--- config.mk ---
export PLATFORM = sky130hd
export DESIGN_NAME = tpx3_burst_arbiter
export DESIGN_NICKNAME = d
export VERILOG_FILES = /design/src/rtl/tpx3_arb_pkg.sv /design/src/rtl/tpx3_rr_pick.sv /design/src/rtl/tpx3_burst_arbiter.sv
export SDC_FILE = /design/constraint.sdc
export NUM_CORES = 1
export LEC_CHECK = 0
export ABC_CLOCK_PERIOD_IN_PS = 2290
export CAP_MARGIN = 20
export CORE_MARGIN = 10
export CORE_UTILIZATION = 36
export DETAILED_ROUTE_END_ITERATION = 10
export PLACE_DENSITY = 0.89
export SLEW_MARGIN = 20
export SYNTH_ARGS = -nofsm -noshare
export SYNTH_HDL_FRONTEND = slang
export SYNTH_SLANG_ARGS = --single-unit
export TNS_END_PERCENT = 50
--- constraint.sdc ---
create_clock -name BUS_CLK -period 2.29 [get_ports BUS_CLK]
set_input_delay 0.458 -clock BUS_CLK [delete_from_list [all_inputs] [get_ports BUS_CLK]]
set_output_delay 0.458 -clock BUS_CLK [all_outputs]
set_load 0.02 [all_outputs]
--- src/rtl/tpx3_arb_pkg.sv ---
// Shared definitions for the tpx3 output schedulers: FSM states, tag width
// and the masked round-robin search used to pick the next source.
package tpx3_arb_pkg;

  typedef enum logic {
    ST_ARB   = 1'b0,
    ST_GRANT = 1'b1
  } arb_state_t;

  localparam int unsigned TAG_W = 4;
  localparam int unsigned MAX_N = 16;

  typedef struct packed {
    logic             found;
    logic [TAG_W-1:0] idx;
  } rr_pick_t;

  // First set bit of req_mask strictly after ptr, wrapping modulo n.
  function automatic rr_pick_t next_rr(input logic [TAG_W-1:0] ptr,
                                       input logic [MAX_N-1:0] req_mask,
                                       input int unsigned      n);
    rr_pick_t    res;
    int unsigned cand;
    res = '0;
    for (int unsigned k = 1; k <= MAX_N; k++) begin
      cand = (32'(ptr) + k) % n;
      if (k <= n && !res.found && req_mask[cand[TAG_W-1:0]]) begin
        res.found = 1'b1;
        res.idx   = cand[TAG_W-1:0];
      end
    end
    return res;
  endfunction

endpackage

--- src/rtl/tpx3_rr_pick.sv ---
// Combinational round-robin picker: first requester after i_ptr, modulo N.
module tpx3_rr_pick
  import tpx3_arb_pkg::*;
#(
  parameter int unsigned N = 4
) (
  input  logic [TAG_W-1:0] i_ptr,
  input  logic [N-1:0]     i_req,
  output logic             o_found,
  output logic [TAG_W-1:0] o_idx
);

  logic [MAX_N-1:0] w_req_ext;
  rr_pick_t         w_pick;

  always_comb begin
    w_req_ext = MAX_N'(i_req);
    w_pick    = next_rr(i_ptr, w_req_ext, N);
    o_found   = w_pick.found;
    o_idx     = w_pick.idx;
  end

endmodule

--- src/rtl/tpx3_burst_arbiter.sv ---
// Weighted round-robin burst scheduler sharing one output FIFO between N
// first-word-fall-through sources; one bubble cycle per grant.
module tpx3_burst_arbiter
  import tpx3_arb_pkg::*;
#(
  parameter int unsigned N         = 4,
  parameter int unsigned MAX_BURST = 16,
  parameter int unsigned DW        = 32,
  parameter int unsigned TAG_EN    = 1
) (
  input  logic            BUS_CLK,
  input  logic            BUS_RST,
  input  logic [N-1:0]    CH_ENABLE,
  input  logic [N-1:0]    SRC_EMPTY,
  input  logic [N*DW-1:0] SRC_DATA,
  input  logic [N-1:0]    SRC_HOLD,
  output logic [N-1:0]    SRC_READ,
  output logic            OUT_VALID,
  output logic [DW-1:0]   OUT_DATA,
  input  logic            OUT_READY,
  output logic [3:0]      CUR_CH,
  output logic            BUSY
);

  localparam int unsigned CW = $clog2(MAX_BURST + 1);

  arb_state_t       r_state;
  logic [TAG_W-1:0] r_rr_ptr;
  logic [TAG_W-1:0] r_cur_ch;
  logic [CW-1:0]    r_burst_cnt;
  logic             r_out_valid;
  logic [DW-1:0]    r_out_data;

  logic [N-1:0]     w_req;
  logic             w_found;
  logic [TAG_W-1:0] w_pick_idx;
  logic [N-1:0]     w_cur_onehot;
  logic             w_cur_empty;
  logic             w_cur_en;
  logic             w_cur_hold;
  logic [DW-1:0]    w_cur_data;
  logic [DW-1:0]    w_out_word;
  logic             w_can_load;
  logic             w_pop;
  logic [CW-1:0]    w_cnt_next;
  logic             w_burst_done;

  assign w_req = CH_ENABLE & ~SRC_EMPTY;

  tpx3_rr_pick #(.N(N)) u_pick (
    .i_ptr  (r_rr_ptr),
    .i_req  (w_req),
    .o_found(w_found),
    .o_idx  (w_pick_idx)
  );

  always_comb begin
    w_cur_onehot = '0;
    w_cur_empty  = 1'b1;
    w_cur_en     = 1'b0;
    w_cur_hold   = 1'b0;
    w_cur_data   = '0;
    for (int unsigned i = 0; i < N; i++) begin
      if (r_cur_ch == TAG_W'(i)) begin
        w_cur_onehot[i] = 1'b1;
        w_cur_empty     = SRC_EMPTY[i];
        w_cur_en        = CH_ENABLE[i];
        w_cur_hold      = SRC_HOLD[i];
        w_cur_data      = SRC_DATA[i*DW +: DW];
      end
    end
    w_out_word = w_cur_data;
    if (TAG_EN != 0) w_out_word[DW-1 -: TAG_W] = r_cur_ch;
  end

  assign w_can_load   = ~r_out_valid | OUT_READY;
  assign w_pop        = (r_state == ST_GRANT) & w_can_load & ~w_cur_empty & w_cur_en;
  assign SRC_READ     = w_pop ? w_cur_onehot : '0;
  // Counter saturates so HOLD can stretch a burst indefinitely.
  assign w_cnt_next   = (r_burst_cnt == CW'(MAX_BURST)) ? r_burst_cnt : r_burst_cnt + 1'b1;
  assign w_burst_done = w_pop & (w_cnt_next >= CW'(MAX_BURST)) & ~w_cur_hold;

  always_ff @(posedge BUS_CLK or posedge BUS_RST) begin
    if (BUS_RST) begin
      r_state     <= ST_ARB;
      r_rr_ptr    <= TAG_W'(N - 1);
      r_cur_ch    <= '0;
      r_burst_cnt <= '0;
      r_out_valid <= 1'b0;
      r_out_data  <= '0;
    end else begin
      case (r_state)
        ST_ARB: begin
          if (r_out_valid & OUT_READY) r_out_valid <= 1'b0;
          if (w_found) begin
            r_cur_ch    <= w_pick_idx;
            r_rr_ptr    <= w_pick_idx;
            r_burst_cnt <= '0;
            r_state     <= ST_GRANT;
          end
        end
        ST_GRANT: begin
          if (w_pop) begin
            r_out_data  <= w_out_word;
            r_out_valid <= 1'b1;
            r_burst_cnt <= w_cnt_next;
          end else if (w_can_load) begin
            r_out_valid <= 1'b0;
          end
          if (w_burst_done | w_cur_empty | ~w_cur_en) r_state <= ST_ARB;
        end
        default: r_state <= ST_ARB;
      endcase
    end
  end

  assign OUT_VALID = r_out_valid;
  assign OUT_DATA  = r_out_data;
  assign CUR_CH    = r_cur_ch;
  assign BUSY      = (r_state == ST_GRANT);

endmodule

==> After elaboration in Yosys (flattened, before gate mapping) <==
Cells that the tools add are included.
Widths: inputs -> output; s select.
{ "word_totals": {"memories": 0, "output_inout_bits": 42, "wordCells": 95, "latchBits": 0, "register_bits": 45, "mem_bits_rw": 0, "mem_bits_ro": 0} }
{ "op_classes": {"n_bitwise": 16, "mul": 0, "eq_ne": 8, "addsub": 5, "n_div": 0, "n_reduce_logical": 11, "mux": 44, "shifts": 0, "n_lt_le_gt_ge": 5} }
{ "ops": {"columns": ["op", "count"], "rows": [
  ["$mux 28", 4],
  ["$mux 5", 7],
  ["$mux 1", 25],
  ["$lt 2x5->1 const B", 4],
  ["$pmux 5 s2", 1],
  ["$bmux 1 s2", 4],
  ["$eq 4x2->1 const B", 2],
  ["$reduce_and 2->1", 4],
  ["$and 1x1->1", 6],
  ["$add 5x1->5 const B", 1],
  ["$eq 5x5->1 const B", 1],
  ["$ge 5x5->1 const B", 1],
  ["$not 1->1", 5],
  ["$add 2x1->2 const B", 2],
  ["$add 2x2->2 const B", 2],
  ["$and 4x4->4", 1],
  ["$eq 4x1->1 const B", 1],
  ["$logic_not 4->1", 1],
  ["$mux 4", 1],
  ["$ne 2x1->1 const B", 2],
  ["$not 4->4", 1],
  ["$pmux 1 s2", 2],
  ["$logic_and 1x1->1", 3],
  ["$logic_not 1->1", 3],
  ["other kinds (3)", 5]
]} }

==> Logic depth before layout (Yosys ltp) <==
Gate-level depths: netlist of the first run.
{ "depth": {"ltp_word": 16, "depth_mapped": 5, "ltp_nobuf": 5} }

==> By module <==
A second synthesis of the first run with hierarchy kept.
{ "unflattened": {"cells_unflattened": 272, "hier_area_um2": 2528.7} }
{ "modules_own_cells": {"columns": ["mod", "n_inst", "area_each_um2", "cells_per_inst"], "rows": [
  ["tpx3_burst_arbiter", 1, 2418.6, 255],
  ["tpx3_rr_pick", 1, 110.1, 17]
]} }

==> Least setup slack after synthesis of the first run <==
No wires, ideal clock.
{ "synth_timing": {"kind": "reg-to-output", "startpoint": "reg r_cur_ch[0], in the netlist CUR_CH[0]", "endpoint": "out SRC_READ[1]", "path_stages_with_launch": 4, "arrival_time_ns": 2.037, "slack_ns": -0.205, "cell_sequence": "dfrtp_1 buf_6 mux4_2 nor4b_1"} }
{ "synth_between": {"elab_chain_len": 9, "word_cells_on_any_way": 17, "cone_classes": "eq/ne: 3; mux: 10; bitwise: 3; reduce/logical: 1"} }
{ "synth_lines": {"columns": ["item", "line_no", "source"], "rows": [
  ["start, declared", "tpx3_burst_arbiter.sv:29", "logic [TAG_W-1:0] r_cur_ch;"],
  ["start signal, assigned", "tpx3_burst_arbiter.sv:96", "r_cur_ch <= w_pick_idx;"],
  ["$logic_not 4->1", "tpx3_burst_arbiter.sv:64", "if (r_cur_ch == TAG_W'(i)) begin"],
  ["$mux 1 (4 in a row)", "tpx3_burst_arbiter.sv:64", null],
  ["$not 1->1", "tpx3_burst_arbiter.sv:77", "assign w_pop = (r_state == ST_GRANT) & w_can_load & ~w_cur_empty & w_cur_en;"],
  ["$and 1x1->1 (2 in a row)", "tpx3_burst_arbiter.sv:77", null],
  ["$mux 4 *", "tpx3_burst_arbiter.sv:78", "assign SRC_READ = w_pop ? w_cur_onehot : '0;"],
  ["end, declared", "tpx3_burst_arbiter.sv:17", "output logic [N-1:0] SRC_READ,"]
]} }
Mark *: on every way between the ends. The rest lies on a longest branch, timed or not.

==> Worst setup path in the final report of the first run <==
Same ends and word-level chain as after synthesis.

==> flow_summary.ini, run 1 <==
[status]
run_status = completed

[critical_path]
path_cells = mux4_2 -> nor4b_4 -> buf_4
critPathArrivalTime_ps = 1760
crit_path_top_delay_cell = mux4_2
timing.rr.end = OUT_DATA[10]
end_kind = output pin
r2r-start = CUR_CH[0]
worstPathRequired_ps = 1830
cp_max_fo = 5
r2r_setup_slack_ps = 130
worstSetupPathType = flip-flop to output pin
critPathLaunchType = flip-flop
max_stage_delay_ps = 630
reg2regPathDepth = 4

[pwr]
p_per_area_nw_per_um2 = 1080
vdd_ir_drop_max_uv = 684
power_frac_comb = 0.638
power_uw = 4920
clkPwrFrac = 0.097
p_int_uw = 3120
pwr-share-seq = 0.265
p_sw_frac = 0.366
switching_power_uw = 1800
power_leakage_uw = 0.00188

[yosys]
yosysMostFrequentCell = dfrtp_1
synth_top_area_share = 0.357
synth_cell_types = 42
synth_edf_count = 0
yosys-top-cells-area = dfrtp_1 (36%), mux4_2 (26%), mux2_4 (15%)
synthCells = 184
async_reset_ff_frac = 1.00
avgSynthCellArea_um2 = 14.8
seq_area_frac_synth = 0.377
synthFlopType = dfrtp_1
ys_top_cells_by_count = dfrtp_1 (39), mux4_2 (31), mux2_4 (27), nand2_1 (14)
synth_top_area_cell = dfrtp_1
yosysWarnings = 0
syn-cell-area_um2 = 2730
ys_seq_elements = 41

[min_path]
hold_class = flip-flop to flip-flop
min_path_cells = 2
whs_endpoint = r_rr_ptr[1]
hp-start = r_rr_ptr[1]

[floorplan]
die_h_um = 107
die_x_um = 107
start_util = 0.373
core_region_area_um2 = 7330
rows = 31
io_pins = 185
die-area_um2 = 11500

[layout]
multi_input_area_um2 = 1600
fin_util = 0.623
fin_nets = 499
area_delta_synth_final_pct = 67.1
antenna_cells = 0
seq_area_um2 = 1030
n_fill_cell = 562
layout-drive-gt1-share = 0.296

[sta]
worst_hold_slack_ps = 503
setup_viol = 0
drv_slew = 0
fin_setup_tns_ps = 0
fin_crit_ps = 2220
fmax_mhz = 450
finalCritPeriodShare = 0.970
worst_slew_pin_slew_ps = 587
slew_headroom = 0.609
rsz0062_at_grt = yes
skew_ps = 5.57
finalHoldViolCount = 0

[grt]
grt_first_pass_wirelength_um = 14300
antenna_found_initial = 0
grt_max_degree = 42
overflow = 0
grt_util_all_layers = 0.157
grt_pass1_vias = 2625

[clock_tree]
max-clock-path-buffers = 2
clock_latency_ps = 280
cts_max_level = 2
clock-sinks = 41
clkTransAtPathRegs_ps = 70
cts-buffers-inserted = 5
tritoncts = built
cts_hold_buf = 0
root_buffer = clkbuf_8

[drt]
wl_um = 9050
post_drt_wl_per_cell_um = 19.9
drtPass1Iterations = 4
ant_nets = 0
drc_errors = 0
vias = 2303
drt_iter0_drc = 92
vias_per_cell = 5.07

[place]
place_congestion = 0.784
hpwl_um = 7450
port_buffers = 164

[flow_run]
max-cap-violations = 0
## registers in the layout (all words and copies together), names as in the netlist
register,cells
CUR_CH,2
OUT_VALID,1
r_burst_cnt,5
OUT_DATA,30
r_rr_ptr,2
BUSY,1
## power groups by stage
stage / Combinational [uW] / Sequential, uW / Clock (uW)
2_1_floorplan: 1660 / 1650 / 0
3_3_place_gp: 3070 / 1290 / 0
3_5_place_dp: 3140 / 1320 / 0
4_1_cts: 3170 / 1310 / 493
5_1_grt: 3350 / 1350 / 531
6_report: 3140 / 1300 / 477
## worst max-delay path by stage
stage / slack (ps) / to / startpoint / cells after the start
finish: 70 / SRC_READ[1] / CUR_CH[0] / 3
global route: -6 / SRC_READ[1] / CUR_CH[0] / 3
detailed placement: -820 / SRC_READ[1] / CH_ENABLE[3] / 5
CTS: -30 / SRC_READ[1] / CH_ENABLE[0] / 5
global placement: -730 / SRC_READ[2] / CH_ENABLE[3] / 5
floorplan: -210 / SRC_READ[1] / CUR_CH[0] / 3
## metrics by stage
stage / setup WS (ps) / std cells / area (um2)
2_1_floorplan: -205 / 187 / 2740
3_3_place_gp: -730 / 445 / 4460
3_5_place_dp: -824 / 445 / 4460
4_1_cts: -26.5 / 453 / 4560
5_1_grt: -6.01 / 454 / 4560
6_report: 69.8 / 454 / 4560
## what timing repair did
item                       CTS  global route
setup endpoints to repair   37             4
pin swaps                    2             1
cloned                       0             0
buffers inserted             0             1
gates resized for setup     53             8
## layer usage
metal	global-route usage	share of wire	up-vias
li1	-	-	1037
met1	0.171	0.35	1157
met2	0.286	0.54	99
met3	0.0497	0.088	10
met4	0.0416	0.014	0
met5	0	0	-
## layout by cell type, fill, tap and decap left out, types with 2 or more instances in the layout
cell,count
and3_1,2
buf_2,5
buf_4,12
clkbuf_1,2
clkbuf_2,4
clkbuf_8,6
clkdlybuf4s50_1,151
conb_1,4
dfrtp_1,38
dfstp_2,2
ha_1,2
inv_1,4
mux2_2,3
mux2_4,27
mux2i_1,3
mux4_2,31
nand2_1,13
nand2b_4,4
nand3_1,5
nor2b_1,3
nor3_1,2
o21ai_0,5
## critical path, delay by kind of cell, from the launching register on
kind / cells / cell delay, ps
flops: 1 / 390
mux: 1 / 630
simple gates: 1 / 280
buf+inv: 1 / 180
## cell families after synthesis
group	Yosys count	share of synthesized area
buf+inv	21	0.0586
mux	64	0.427
compound gates	14	0.0371
flops	41	0.377
xor+xnor	1	0.00321
simple gates	40	0.0866
fa+ha+maj	2	0.00916
other cells	1	0.00137
## area by class of cell
type,count,share of cell area
Clock buffer,8,0.0197
Inverter,5,0.00411
Multi-Input combinational cell,125,0.351
Sequential cell,41,0.226
Tap cell,99,0.0271
Timing Repair Buffer,176,0.373
Power figures use the tool's default switching activity.
==> inputs of run 2 (changes only) <==
--- a/config.mk
+++ b/config.mk
@@ -5,7 +5,6 @@
 export SDC_FILE = /design/constraint.sdc
 export NUM_CORES = 1
 export LEC_CHECK = 0
-export ABC_CLOCK_PERIOD_IN_PS = 2290
 export CAP_MARGIN = 20
 export CORE_MARGIN = 10
 export CORE_UTILIZATION = 36
==> results of run 2 <==
Same layout as run 1: the final DEF is identical, and so are final timing and power.
==> inputs of run 3 (changes only) <==
--- a/config.mk
+++ b/config.mk
@@ -5,11 +5,13 @@
 export SDC_FILE = /design/constraint.sdc
 export NUM_CORES = 1
 export LEC_CHECK = 0
+export ABC_AREA = 1
 export CAP_MARGIN = 20
 export CORE_MARGIN = 10
 export CORE_UTILIZATION = 36
+export CTS_BUF_LIST = sky130_fd_sc_hd__clkbuf_16
 export DETAILED_ROUTE_END_ITERATION = 10
-export PLACE_DENSITY = 0.89
+export PLACE_DENSITY = 0.9
 export SLEW_MARGIN = 20
 export SYNTH_ARGS = -nofsm -noshare
 export SYNTH_HDL_FRONTEND = slang
==> run 3 against run 2 <==
Clock skew shrank 4.0 ps. Critical endpoint is now SRC_READ[3]. Register-to-register slack improved by 150 ps. Global-route usage rose by 2.6 points. Sequential share of layout area shrank 0.46 points. Critical path depth grew 4. Clock power rose by 63%. Via count is 46% higher. Count of clock-buffer cells in the layout is 3 lower. Synthesized cell count up 130%. Wire length is 17% higher. Flip-flop and latch count did not move. Worst setup slack lost 28 ps.
==> flow_summary.ini, run 3 <==
[drt]
vias_per_cell = 4.91
drt_iter0_drc = 140
post_drt_wl_per_cell_um = 15.4
wl_um = 10600
drc_errors = 0
vias = 3364
drtPass1Iterations = 4
ant_nets = 0

[grt]
gr-usage-met2 = 0.341
grt_first_pass_wirelength_um = 16900
met3_usage = 0.0791
gr-usage-met1 = 0.181
grt_max_degree = 42
grt_pass1_vias = 3471
grt_busiest_layer = met2
grt_util_all_layers = 0.183
antenna_found_initial = 0
overflow = 0

[floorplan]
die-area_um2 = 11300
rows = 31
die_x_um = 107
io_pins = 185
core_region_area_um2 = 7250
start_util = 0.372
die_h_um = 107

[min_path]
hp-start = OUT_DATA[29]
hold_class = flip-flop to flip-flop
min_path_cells = 2

[yosys]
synth-compound-area-share = 0.132
yosysWarnings = 0
ys_top_cells_by_count = nand2_1 (175), nand3_1 (53), dfrtp_1 (39), o21ai_1 (34), a21oi_1 (30)
synth_cell_types = 26
synth_top_area_cell = dfrtp_1
yosysMostFrequentCell = nand2_1
ys_seq_elements = 41
synth_top_family_by_area = simple AND/OR/NAND/NOR gates
synth_mux_area_frac = 0
synth_edf_count = 0
avgSynthCellArea_um2 = 6.48
yosys.area_share.simple = 0.384
seq_area_frac_synth = 0.382
synth_top_area_share = 0.362
syn-cell-area_um2 = 2700
synthFlopType = dfrtp_1
synth_xor_area_frac = 0.00975
yosys-top-cells-area = dfrtp_1 (36%), nand2_1 (24%), nand3_1 (9.8%)
synthAdderAreaFrac = 0.00929
async_reset_ff_frac = 1.00
synthCells = 416

[place]
hpwl_um = 8780
place_congestion = 0.879
port_buffers = 164
dp.cells = 676

[layout]
fin_nets = 730
layout-drive-gt1-share = 0.0768
final_common_cell = nand2_1
antenna_cells = 0
n_fill_cell = 640
stdcell_count = 685
largest_reg_flops = 30
seq_area_um2 = 1030
fin_util = 0.642
multi_input_area_um2 = 1460
final_cell_mix = nand2_1 (175), clkdlybuf4s50_1 (160), nand3_1 (53)
area_delta_synth_final_pct = 72.7

[clock_tree]
clock-sinks = 41
cts-buffers-inserted = 5
root_buffer = clkbuf_16
clkTransAtPathRegs_ps = 60
max-clock-path-buffers = 2
cts_max_level = 2
clock_latency_ps = 280
tritoncts = built

[critical_path]
reg2regPathDepth = 10
r2r-start = CUR_CH[0]
crit_start = SRC_EMPTY[1]
cp_max_fo = 5
end_kind = output pin
critPathLaunchType = input port
worstPathRequired_ps = 1830
critPathArrivalTime_ps = 1790
worstSetupPathType = input port to output pin

[flow_run]
max-cap-violations = 0

[sta]
fin_crit_ps = 2250
worst_slew_pin_slew_ps = 508
setup_viol = 0
finalCritPeriodShare = 0.982
drv_slew = 0
slew_headroom = 0.661
rsz0062_at_grt = yes
finalHoldViolCount = 0
worst_hold_slack_ps = 486
skew_ps = 1.58
fmax_mhz = 445

[pwr]
p_per_area_nw_per_um2 = 1170
power_uw = 5420
vdd_ir_drop_max_uv = 449
power_leakage_uw = 0.00216

[status]
run_status = completed
run 3: metrics by stage:
stage	TNS (ps)	worst slack [ps]	cell area (um2)
after global placement	-1290	-356	4490
after global routing	-65.2	-41.0	4650
final	0	41.6	4650
after floorplan	0	42.6	2710
after detailed placement	-1580	-428	4490
after CTS	0	7.73	4660
run 3: worst paths after layout:
check | to | slack, ps
worst max-delay path | SRC_READ[3] | 40
worst min-delay path | OUT_DATA[29] | 490
worst max register to register | r_burst_cnt[0] | 280
worst min register to register | OUT_DATA[29] | 490
max in group asynchronous | r_rr_ptr[0] | 1300
min in group asynchronous | OUT_DATA[29] | 640
run 3: kinds of logic (layout without fill, tap and decap cells):
group,count (synthesis),in the layout
xor gates and xnor gates,3,3
AOI/OAI and AO/OA,69,69
adders and majority gates,2,2
DFF,41,41
buffers and inverters,48,215
other,1,4
and+or+nand+nor,252,252
run 3: power by group:
part	switching (uW)	total, uW	internal [uW]
Clock	268	778	510
Sequential	235	1290	1050
Combinational	1950	3360	1410
Total	2450	5420	2970
run 3: worst max-delay path, cell delays in order:
cell and delay, ps:
clkdlybuf4s50_1 430, o21ai_1 140, o211ai_1 100, o21ai_1 140, nand3_2 160, nor2_1 180
buf_4 170
run 3: timing repair:
item	CTS	global route
gates resized for setup	15	5
buffers inserted	1	0
hold buffers	0	0
pin swaps	1	1
setup endpoints to repair	4	4
endpoints found under the hold margin	0	0
run 3: routing by layer:
metal	up-vias	routed length, um
met3	11	913
met5	-	0
met4	0	142
li1	1684	-
met1	1554	4000
met2	115	5510
run 3: area by class of cell:
class | count | share of cell area
Timing Repair Buffer | 186 | 0.386
Multi-Input combinational cell | 330 | 0.314
Sequential cell | 41 | 0.221
Clock buffer | 5 | 0.0269
Tap cell | 99 | 0.0266
Inverter | 21 | 0.0169
Clock inverter | 3 | 0.00887
